`config.mk`:
```
export PLATFORM = sky130hd
export DESIGN_NAME = matmul_core_scheduler_flat
export DESIGN_NICKNAME = d
export VERILOG_FILES = /design/src/rtl/matmul_core_scheduler_if.sv /design/src/rtl/matmul_core_scheduler.sv /design/src/flat_wrapper.sv
export SDC_FILE = /design/constraint.sdc
export NUM_CORES = 1
export LEC_CHECK = 0
export BUFFER_PORTS_ARGS = -buffer_cell sky130_fd_sc_hd__buf_4
export CORE_MARGIN = 3
export CORE_UTILIZATION = 56
export CTS_BUF_LIST = sky130_fd_sc_hd__clkbuf_4 sky130_fd_sc_hd__clkbuf_8 sky130_fd_sc_hd__clkbuf_16
export CTS_CLUSTER_SIZE = 30
export DETAILED_ROUTE_END_ITERATION = 8
export HOLD_SLACK_MARGIN = 0.15
export PLACE_DENSITY = 0.8
export SLEW_MARGIN = 30
export SYNTH_ARGS = -nofsm -noshare
export SYNTH_HDL_FRONTEND = slang
export SYNTH_SLANG_ARGS = --single-unit
```
`constraint.sdc`:
```
create_clock -name clk -period 3.4 [get_ports clk]
set_clock_uncertainty 0.05 [all_clocks]
set_input_delay 0.68 -clock clk [delete_from_list [all_inputs] [get_ports clk]]
set_output_delay 0.68 -clock clk [all_outputs]
set_load 0.01 [all_outputs]
```
`src/rtl/matmul_core_scheduler_if.sv`:
```
// rtl/matmul_core_scheduler_if.sv - start/end and core-array signals of the matmul job scheduler
interface matmul_core_scheduler_if #(
    parameter int N_CORES = 4,
    parameter int IDX_W   = 8,
    parameter int CNT_W   = 16
);
    logic                       start_process;
    logic [IDX_W-1:0]           dim;
    logic [N_CORES-1:0]         core_done;
    logic [N_CORES-1:0]         core_start;
    logic [N_CORES*IDX_W-1:0]   core_row;
    logic [N_CORES*IDX_W-1:0]   core_col;
    logic                       busy;
    logic                       end_process;
    logic [CNT_W-1:0]           jobs_done;

    modport master (
        output start_process, dim, core_done,
        input  core_start, core_row, core_col, busy, end_process, jobs_done
    );

    modport slave (
        input  start_process, dim, core_done,
        output core_start, core_row, core_col, busy, end_process, jobs_done
    );
endinterface

```
`src/rtl/matmul_core_scheduler.sv`:
```
// rtl/matmul_core_scheduler.sv - row-major job scheduler handing matrix elements to four cores
// Defining SCHED_PERF_CNT_EN adds the saturating cycle_count output.
module matmul_core_scheduler #(
    parameter int N_CORES = 4,
    parameter int IDX_W   = 8,
    parameter int CNT_W   = 16
) (
    input  logic clk,
    input  logic rst_n,
`ifdef SCHED_PERF_CNT_EN
    output logic [31:0] cycle_count,
`endif
    matmul_core_scheduler_if.slave bus
);
    localparam int SEL_W = $clog2(N_CORES);

    typedef enum logic [1:0] {IDLE, DISPATCH, DRAIN, DONE} state_t;

    state_t             state;
    logic [N_CORES-1:0] core_busy;
    logic [N_CORES-1:0] done_hits;
    logic [N_CORES-1:0] busy_next;
    logic [IDX_W-1:0]   dim_q;
    logic [IDX_W-1:0]   row_ptr;
    logic [IDX_W-1:0]   col_ptr;
    logic               issue_ok;
    logic [SEL_W-1:0]   issue_idx;
    logic [CNT_W-1:0]   done_cnt;
    logic               col_last;
    logic               last_job;

    // Dispatch looks only at flags from before this edge, so a core freed now waits a cycle.
    always_comb begin
        issue_ok  = 1'b0;
        issue_idx = '0;
        for (int i = N_CORES - 1; i >= 0; i--) begin
            if (!core_busy[i]) begin
                issue_ok  = 1'b1;
                issue_idx = SEL_W'(i);
            end
        end
    end

    always_comb begin
        done_hits = bus.core_done & core_busy;
        busy_next = core_busy & ~done_hits;
        done_cnt  = '0;
        for (int i = 0; i < N_CORES; i++) begin
            done_cnt = done_cnt + CNT_W'(done_hits[i]);
        end
        col_last = (col_ptr == dim_q - IDX_W'(1));
        last_job = col_last && (row_ptr == dim_q - IDX_W'(1));
    end

    always_ff @(posedge clk or negedge rst_n) begin
        if (!rst_n) begin
            state           <= IDLE;
            core_busy       <= '0;
            dim_q           <= '0;
            row_ptr         <= '0;
            col_ptr         <= '0;
            bus.core_start  <= '0;
            bus.core_row    <= '0;
            bus.core_col    <= '0;
            bus.busy        <= 1'b0;
            bus.end_process <= 1'b0;
            bus.jobs_done   <= '0;
        end else begin
            bus.core_start  <= '0;
            bus.end_process <= 1'b0;
            if (state != IDLE) begin
                core_busy     <= busy_next;
                bus.jobs_done <= bus.jobs_done + done_cnt;
            end
            case (state)
                IDLE: begin
                    if (bus.start_process) begin
                        dim_q         <= bus.dim;
                        row_ptr       <= '0;
                        col_ptr       <= '0;
                        bus.jobs_done <= '0;
                        bus.busy      <= 1'b1;
                        state         <= (bus.dim == '0) ? DONE : DISPATCH;
                    end
                end
                DISPATCH: begin
                    if (issue_ok) begin
                        bus.core_start[issue_idx]                       <= 1'b1;
                        bus.core_row[int'(issue_idx)*IDX_W +: IDX_W]    <= row_ptr;
                        bus.core_col[int'(issue_idx)*IDX_W +: IDX_W]    <= col_ptr;
                        core_busy[issue_idx]                            <= 1'b1;
                        // Pointers stay on the last element so they never pass dim-1.
                        if (last_job) begin
                            state <= DRAIN;
                        end else if (col_last) begin
                            col_ptr <= '0;
                            row_ptr <= row_ptr + IDX_W'(1);
                        end else begin
                            col_ptr <= col_ptr + IDX_W'(1);
                        end
                    end
                end
                DRAIN: begin
                    if (busy_next == '0) begin
                        state <= DONE;
                    end
                end
                DONE: begin
                    bus.end_process <= 1'b1;
                    bus.busy        <= 1'b0;
                    state           <= IDLE;
                end
                default: state <= IDLE;
            endcase
        end
    end

`ifdef SCHED_PERF_CNT_EN
    always_ff @(posedge clk or negedge rst_n) begin
        if (!rst_n) begin
            cycle_count <= '0;
        end else if (state == IDLE && bus.start_process) begin
            cycle_count <= '0;
        end else if (bus.busy && cycle_count != '1) begin
            cycle_count <= cycle_count + 32'd1;
        end
    end
`endif

endmodule

```
`src/flat_wrapper.sv`:
```
// flat-port wrapper written by rule: the top's interface ports become plain ports
module matmul_core_scheduler_flat 
#(
    parameter int N_CORES = 4,
    parameter int IDX_W   = 8,
    parameter int CNT_W   = 16
)
  (clk, rst_n, bus_start_process, bus_dim, bus_core_done, bus_core_start, bus_core_row, bus_core_col, bus_busy, bus_end_process, bus_jobs_done);
  matmul_core_scheduler_if #(.N_CORES(N_CORES), .IDX_W(IDX_W), .CNT_W(CNT_W)) bus_i ();
  input  logic clk;
  input  logic rst_n;
  input wire logic [$bits(bus_i.start_process)-1:0] bus_start_process;
  input wire logic [$bits(bus_i.dim)-1:0] bus_dim;
  input wire logic [$bits(bus_i.core_done)-1:0] bus_core_done;
  output wire logic [$bits(bus_i.core_start)-1:0] bus_core_start;
  output wire logic [$bits(bus_i.core_row)-1:0] bus_core_row;
  output wire logic [$bits(bus_i.core_col)-1:0] bus_core_col;
  output wire logic [$bits(bus_i.busy)-1:0] bus_busy;
  output wire logic [$bits(bus_i.end_process)-1:0] bus_end_process;
  output wire logic [$bits(bus_i.jobs_done)-1:0] bus_jobs_done;
  assign bus_i.start_process = bus_start_process;
  assign bus_i.dim = bus_dim;
  assign bus_i.core_done = bus_core_done;
  assign bus_core_start = bus_i.core_start;
  assign bus_core_row = bus_i.core_row;
  assign bus_core_col = bus_i.core_col;
  assign bus_busy = bus_i.busy;
  assign bus_end_process = bus_i.end_process;
  assign bus_jobs_done = bus_i.jobs_done;
  matmul_core_scheduler #(.N_CORES(N_CORES), .IDX_W(IDX_W), .CNT_W(CNT_W)) u_core (.clk(clk), .rst_n(rst_n), .bus(bus_i));
endmodule
```
# [Word level (Yosys, flattened, before mapping)]
# Index checks and enable logic that the tools add are counted.
[word_totals] wordCells=91 in_bits=15 register_bits=116
[op_classes] n_mux=38 reduce_logical=14 n_eq_ne=11 shift=3 bitwise=4 magnitude_cmp=2 n_addsub=8
[op_table] op="8-bit by 33-bit variable part select with 32-bit output" count=2
[op_table] op="32-bit bitwise mux" count=2
[op_table] op="8-bit 2-to-1 mux" count=7
[op_table] op="16-bit 2-to-1 mux" count=3
[op_table] op="5-bit negation with 33-bit output" count=1
[op_table] op="8-bit by 33-bit variable shift with 32-bit output, first input constant" count=1
[op_table] op="16-bit by 1-bit adder with 16-bit output" count=2
[op_table] op="8-bit case mux with 2 select lines" count=2
[op_table] op="4-bit 2-to-1 mux" count=5
[op_table] op="2-bit 2-to-1 mux" count=9
[op_table] op="16-bit adder" count=1
[op_table] op="8-bit by 1-bit adder with 8-bit output, second input constant" count=2
[op_table] op="8-bit equality test" count=2
[op_table] op="4-bit bitwise AND" count=2
[op_table] op="8-bit logical NOT" count=1
[op_table] op="2-bit by 1-bit != test with 1-bit output, second input constant" count=4
[op_table] op="2-bit case mux with 4 select lines" count=1
[op_table] op="4-bit AND reduction" count=2
[op_table] op="8-bit by 1-bit subtractor with 8-bit output, second input constant" count=1
[op_table] op="1-bit 2-to-1 mux" count=7
[op_table] op="2-bit AND reduction" count=3
[op_table] op="2-bit nonzero test" count=3
[op_table] op="5-bit AND reduction" count=1
[op_table] op="2-bit equality test, second input constant" count=2
[op_table] op="12 further kinds" count=14

# [Logic depth before layout (Yosys ltp)]
# Gate-level depths: netlist of the first run.
[depth] ltp_word=11 mapped_depth=10 mapped_depth_nobuf=10

# [Least setup slack after synthesis of the first run]
# Ideal clock, no wire load.
[synth_timing] kind="input-to-reg" start="in bus_core_done[1]" end="reg u_core.bus.jobs_done[9]" stages=10 path_slack_ns=0.493 setup_time_ns=0.132 arrival_ns=2.725 path_buffers=0 path_cell_list="and2_1 -> ha_1 -> fa_1 -> ha_1 -> a21o_1 -> a21oi_1 -> nor3_1 -> and3_1 -> xnor2_1 -> nor2_1"
[synth_between] elab_chain_len=8
[synth_rtl] element="from (decl)" line="flat_wrapper.sv:14" source="input wire logic [$bits(bus_i.core_done)-1:0] bus_core_done;"
[synth_rtl] element="4-bit bitwise AND *" line="matmul_core_scheduler.sv:45" source="done_hits = bus.core_done & core_busy;"
[synth_rtl] element="1-bit by 1-bit adder with 2-bit output *" line="matmul_core_scheduler.sv:49" source="done_cnt = done_cnt + CNT_W'(done_hits[i]);"
[synth_rtl] element="16-bit by 1-bit adder with 16-bit output * (2 in series)" line="matmul_core_scheduler.sv:49"
[synth_rtl] element="16-bit adder *" line="matmul_core_scheduler.sv:73" source="bus.jobs_done <= bus.jobs_done + done_cnt;"
[synth_rtl] element="16-bit 2-to-1 mux *" line="matmul_core_scheduler.sv:71" source="if (state != IDLE) begin"
[synth_rtl] element="16-bit 2-to-1 mux" line="matmul_core_scheduler.sv:77" source="if (bus.start_process) begin"
[synth_rtl] element="16-bit 2-to-1 mux *" line="matmul_core_scheduler.sv:75" source="case (state)"
[synth_rtl] element="to (signal assigned)" line="matmul_core_scheduler.sv:73"
[synth_rtl] element="to (decl)" line="matmul_core_scheduler_if.sv:24" source="output core_start, core_row, core_col, busy, end_process, jobs_done"
# Every way passes the cells marked *; elsewhere a longest branch is shown, timed or not.
# A chain may end at the register's enable or synchronous reset.

# [Worst setup path after layout of the first run]
[layout_timing] start="reg u_core.dim_q[0]" end="reg u_core.row_ptr[0]"
[layout_between] elab_chain_len=5
[layout_rtl] element="from (decl)" line="matmul_core_scheduler.sv:23" source="logic [IDX_W-1:0] dim_q;"
[layout_rtl] element="from (signal assigned)" line="matmul_core_scheduler.sv:78" source="dim_q <= bus.dim;"
[layout_rtl] element="8-bit by 1-bit subtractor with 8-bit output *" line="matmul_core_scheduler.sv:51, matmul_core_scheduler.sv:52"
[layout_rtl] element="8-bit equality test, on equally long branches" line="matmul_core_scheduler.sv:51, matmul_core_scheduler.sv:52"
[layout_rtl] element="1-bit logical AND" line="matmul_core_scheduler.sv:52" source="last_job = col_last && (row_ptr == dim_q - IDX_W'(1));"
[layout_rtl] element="2-bit != test (no line)"
[layout_rtl] element="5-bit AND reduction (no line) *"
[layout_rtl] element="to (signal assigned)" line="matmul_core_scheduler.sv:97" source="row_ptr <= row_ptr + IDX_W'(1);"
[layout_rtl] element="to (decl)" line="matmul_core_scheduler.sv:24" source="logic [IDX_W-1:0] row_ptr;"
# Marked as above.

==> metrics.txt, run 1 <==
cell internal pwr=between 3000 and 4000 µW; Slew headroom=57.1%; min-delay src=bus_dim[6]; Max Slew Vio Count=0; Port Buffers=100; PD cells=between 700 and 800 nW/µm²; RSZ-0062 raised after global routing=no; Flop pwr share=34.9%; vias per cell=5.93; R2R setup slack=300 ps; Max Cap Viol=0; CTS Buffer Depth=2; slew at the pin closest to its max-slew limit=638 ps; Worst EP arrival=between 3000 and 4000 ps; setup TNS=0 ps; Synth area leader=dfrtp_1; Total Nets Final=650; Syn. warnings=0; HPWL after DPL=~9500 µm; worst r2r dst=u_core.row_ptr[0]; Die Y-Extent=106 µm; clk slew on worst S/H paths=about 60 ps; net count after synthesis=553; vias in the first global route=4561; CTS tree=done; Cell Area, Synth=5610 µm²; layout cells sized above 1=26.4%; Core ar.=between 9000 and 10000 µm²; ANT cells=0; setup ws final=299 ps; Synth Flop Type=dfrtp_1; ranking of synthesized cells by area=dfrtp_1, a22o_1, ha_1, nand2_1, xnor2_1; Final Cell Area=7090 µm²; Clk pwr share=31.8%; Layout area overhead=26.4%; Final GP Congestion=0.912; first-pass GRT wire length=23500 µm; sw power=2050 µW; FP Rows=35; synthesized area per cell=10.9 µm²; f_max=322 MHz; CTS Buf Count=17; I/O pins=101; worst vdd ir=0.363 mV; gate count of the mapped netlist=516; Final min period=a little over 3000 ps; CTS root buf=clkbuf_8; final WL=between 10000 and 15000 µm; asr flop ratio synth=100%; r2r worst-path depth=8; Synth top area share=51.7%; pin count of the biggest net entering global routing=between 40 and 50; Worst Path Required=3740 ps; via count=roughly 4.5k; antenna violations before repair=0; remaining antenna violation count=0; Post-CTS Setup Repair Bufs=0; Worst Setup End Kind=register; Initial Util=a little under 60%; hold depth=3; Worst Hold End=u_core.dim_q[6]; Setup Slack @ Placement=between 70 and 80 ps; Worst Setup SP=u_core.dim_q[0]; FF-to-FF Start=u_core.dim_q[0]; static leakage=around 0.0035 µW; number of distinct library cells after synthesis=54; drt pass-1 iters=7; final core utilization=74.6%; Fill cells=630; Final setup viols=0; area post-placement=approximately 6500 µm²; Sw Share=38.0%; DRC Markers=0; Tcrit/Tclk final=roughly 91%; GRT Util Overall=26.1%; CP max FO=10; Gate power share=33.3%; Worst Setup Start Kind=register; latest clock arrival within the worst-skew pair=510 ps; Crit Path Class=register to register; CTS Sinks=116; die area=roughly 11000 µm²; hold buffer count at CTS=1; status=complete, no violations; Die X=106 µm; # resized after CTS=0; DR WL/cell=roughly 18 µm; H-tree depth=4; register area share after synthesis=51.7%; starting DRC count in detailed routing=about 300; Synth Register Bits=between 100 and 150; number of failing hold endpoints at the final stage=0; Min-Delay Path Class=primary input to register; gr ovfl total=0; Post-synth EDFFs=0
synthesized netlist by cell type, drive strengths merged (5+ instances only):
cell type / count
nor4: 14
nand2b: 7
mux2i: 14
clkbuf: 32
and2: 8
xnor2: 17
o21ai: 14
nor3: 11
and3: 6
or2: 5
buf: 6
nor2: 20
a21oi: 14
o2bb2ai: 5
ha: 20
a22o: 66
nand3: 9
inv: 15
xor2: 12
dfrtp: 116
nand2: 61
cell families after synthesis:
group | share of synthesized area (%)
buf+inv | 3.72
compound gates | 17.3
simple gates | 14.3
flops | 51.7
xor+xnor | 4.93
fa+ha+maj | 5.17
mux | 2.90
metal layers:
layer	track usage, %	up-vias	share of wire (%)
met5	0	-	0
met4	8.51	0	1.3
met3	6.07	13	6.1
met2	41.7	181	49
met1	35.4	2223	44
li1	-	2060	-
cells in the final DEF (no fill, tap or decap), types with 9 or more instances in the layout:
| cell | count |
|---|---|
| dfrtp_1 | 116 |
| o21ai_0 | 13 |
| buf_4 | 115 |
| nor3_1 | 11 |
| ha_1 | 20 |
| inv_1 | 15 |
| nand3_1 | 9 |
| clkbuf_16 | 16 |
| a22o_1 | 65 |
| xnor2_1 | 17 |
| mux2i_1 | 14 |
| nand2_1 | 61 |
| nor4_1 | 10 |
| nor2_1 | 20 |
| a21oi_1 | 14 |
| xor2_1 | 12 |
critical path, stage by stage (launching register included):
cell and delay (ps):
dfrtp_1 470, inv_1 110, ha_1 180, nor3b_2 290, nor3b_1 370, xnor2_1 180, o41a_1 610, or3_1 400
mux2_1 320
stage by stage:
step | hold slack (ps) | std cells | power [µW]
3_5_place_dp | 444 | 722 | 3670
4_1_cts | 306 | 755 | 5410
2_1_floorplan | 334 | 516 | 3100
5_1_grt | 317 | 755 | 5740
3_3_place_gp | 439 | 722 | 3600
6_report | 322 | 755 | 5390
worst max path at each step:
stage	endpoint	slack, ps	cells after the start
CTS	u_core.row_ptr[0]	330	8
finish	u_core.row_ptr[0]	300	8
detailed placement	u_core.bus.jobs_done[9]	70	11
global route	u_core.row_ptr[0]	130	8
floorplan	u_core.bus.jobs_done[9]	490	10
global placement	u_core.bus.jobs_done[9]	140	11
registers in the layout, summed over array words and instances, names as in the netlist:
name and cells:
u_core.bus.jobs_done 16, u_core.state 2, u_core.bus.busy 1, u_core.dim_q 8
u_core.core_busy 4, u_core.col_ptr 8, u_core.bus.core_col 32, u_core.bus.core_start 4
u_core.bus.end_process 1, u_core.row_ptr 8, u_core.bus.core_row 32
power groups by stage:
stage               sequential (µW)  clock, µW  combinational [µW]
finish                         1880       1710                1790
global route                   1920       1810                2010
CTS                            1880       1730                1800
detailed placement             1890          0                1780
global placement               1880          0                1710
floorplan                      1760          0                1330
layout make-up:
| type | instances | area [µm²] | area share [%] |
|---|---|---|---|
| Clock buffer | 17 | 414 | 5.84 |
| Clock inverter | 15 | 161 | 2.28 |
| Inverter | 16 | 60.1 | 0.847 |
| Multi-Input combinational cell | 346 | 2520 | 35.5 |
| Sequential cell | 116 | 2900 | 40.9 |
| Tap cell | 129 | 161 | 2.28 |
| Timing Repair Buffer | 116 | 873 | 12.3 |
No activity file was read; power rests on OpenSTA's default activity.
==> run 2: changes to the inputs <==
CELL_PAD_IN_SITES_DETAIL_PLACEMENT = 0   (was default)
CELL_PAD_IN_SITES_GLOBAL_PLACEMENT = 2   (was default)
CORE_UTILIZATION = 36   (was 56)
PLACE_DENSITY = default   (was 0.8)
PLACE_DENSITY_LB_ADDON = 0.1   (was default)
==> run 2 against run 1 <==
- maximum frequency rose by 3.1%
- die area is 52% higher
- critical path type unchanged
- highest routed layer unchanged
- global-route usage is 7.9 points lower
- sequential cell count is the same
- sequential share of layout area fell by 0.96 points
- setup slack better by 93 ps
==> metrics.txt, run 2 (synthesized netlist as in run 1, its figures left out) <==
count of buffer and inverter cells on the critical path=2 (+1); Layout area overhead=29.4%; f_max=332 MHz (+3.1%); # resized after CTS=0 (unchanged); CP max FO=6 (-4); r2r worst-path depth=9 (+1); CTS Sinks=116 (unchanged); PD cells=768 nW/µm² (+1.1%); setup TNS=0 ps (unchanged); vias in the first global route=4368 (-4.2%); pin count of the biggest net entering global routing=76 (+62%); worst vdd ir=0.457 mV (+26%); CP max-delay cell=o41a_1; number of failing hold endpoints at the final stage=0 (unchanged); die area=17100 µm² (+52%); Initial Util=36.9% (-22 points); final WL=15000 µm (+10%); I/O pins=101 (unchanged); static leakage=0.00358 µW (+1.6%); gr ovfl total=0 (unchanged); status=complete, no violations; worst r2r dst=u_core.row_ptr[5]; first-pass GRT wire length=23900 µm (+1.6%); slew at the pin closest to its max-slew limit=620 ps (-17.4 ps); Fill cells=1446 (+130%); Final setup viols=0 (unchanged); Slew headroom=58.2% (+1.1 points); commonest non-fill, non-tap cell in the layout=buf_4; Min-Delay Path Class=primary input to async pin; Final GP Congestion=0.820 (-10%); via count=4359 (-2.6%); FP Rows=45 (+29%); ANT cells=0 (unchanged); layout cells sized above 1=27.4% (+1.0 points); Max Cap Viol=0 (unchanged); Worst setup endpoint=u_core.row_ptr[5]; Final min period=3010 ps (-92.9 ps); R2R setup slack=390 ps (+90 ps); H-tree depth=4 (unchanged); RSZ-0062 raised after global routing=no; FF-to-FF Start=u_core.dim_q[0]; GRT Util Overall=18.2% (-7.9 points); Die X=131 µm (+23%); Tcrit/Tclk final=88.5% (-2.7 points); Worst Setup End Kind=register; cell family with most CP delay=simple AND/OR/NAND/NOR gates; vias per cell=5.32 (-10%); Post-CTS Setup Repair Bufs=0 (unchanged); remaining antenna violation count=0 (unchanged); HPWL after DPL=10500 µm (+11%); DRC Markers=0 (unchanged); latest clock arrival within the worst-skew pair=410 ps (-100 ps); Worst Setup SP=u_core.dim_q[0]; hold_ws=202 ps (-120 ps); starting DRC count in detailed routing=232 (-22%); Core ar.=15200 µm² (+60%); top flop regs=u_core.bus.core_col: 32 flops, u_core.bus.core_row: 32 flops, u_core.bus.jobs_done: 16 flops; drt pass-1 iters=4 (-3); commonest non-fill, non-tap cells in the layout=buf_4, dfrtp_1, a22o_1; antenna violations before repair=0 (unchanged); CTS Buffer Depth=2 (unchanged); CP cell instances=inv_1, ha_1, nor3b_2, nor3b_1, xnor2_1, o41a_1, buf_4, nor4_1, mux2i_1; final core utilization=47.8% (-27 points); Worst Setup Start Kind=register; Max Slew Vio Count=0 (unchanged); Worst EP arrival=3280 ps (-160 ps); Worst Path Required=3670 ps (-70 ps); Crit Path Class=register to register; DR WL/cell=18.3 µm (+1.4%); Port Buffers=100 (unchanged); hold buffer count at CTS=0 (-1); CTS tree=done; CP peak stage delay=570 ps (-40 ps); Die Y-Extent=131 µm (+23%); clk slew on worst S/H paths=50 ps (about the same); Total Nets Final=657 (+1.1%); CTS Buf Count=17 (unchanged); CP Depth=9 (+1); CTS root buf=clkbuf_16
==> run 2: how the worst min path moves through the flow <==
stage	to	slack (ps)	cells after the start
2_1_floorplan	u_core.bus.busy	330	0
3_3_place_gp	u_core.bus.core_col[30]	440	1
3_5_place_dp	u_core.bus.core_row[25]	450	1
4_1_cts	u_core.bus.core_col[29]	210	1
5_1_grt	u_core.bus.core_col[29]	220	1
6_report	u_core.bus.core_col[29]	200	1
==> run 2: layout make-up <==
cell class | instances | area (µm²) | share of cell area (%)
sequential | 116 | 2900 | 40.0
multi-input combinational | 346 | 2520 | 34.8
timing repair buffer | 123 | 936 | 12.9
clock buffer | 22 | 475 | 6.55
tap | 188 | 235 | 3.24
clock inverter | 9 | 129 | 1.77
inverter | 16 | 60.1 | 0.827
==> run 2: report_power, final <==
| group | total, µW | internal [µW] | switching, µW |
|---|---|---|---|
| sequential | 1880 | 1590 | 293 |
| combinational | 1880 | 800 | 1080 |
| clock | 1820 | 1210 | 611 |
==> run 2: stage by stage <==
stage / setup WS, ps / instance area (µm²) / total power (µW) / instances
2_1_floorplan: 493 / 5610 / 3100 / 516
5_1_grt: 124 / 7260 / 5930 / 820
3_5_place_dp: 143 / 6660 / 3800 / 789
6_report: 392 / 7260 / 5580 / 820
4_1_cts: 406 / 7260 / 5640 / 820
3_3_place_gp: 184 / 6660 / 3770 / 789
==> run 2: per-layer routing <==
metal  routed length, µm  up-vias  GRT usage [%]
met5                   0        -              0
met2                7210      105           29.0
li1                    -     2074              -
met3                 643       13           4.84
met1                7010     2167           24.5
met4                 170        0           5.57
==> run 2: worst register-to-register path, cell delays in order (launching register included) <==
cell and delay, ps:
dfrtp_1 460, inv_1 120, ha_1 190, nor3b_2 210, nor3b_1 400, xnor2_1 170
o41a_1 570, buf_4 210, nor4_1 320, mux2i_1 230
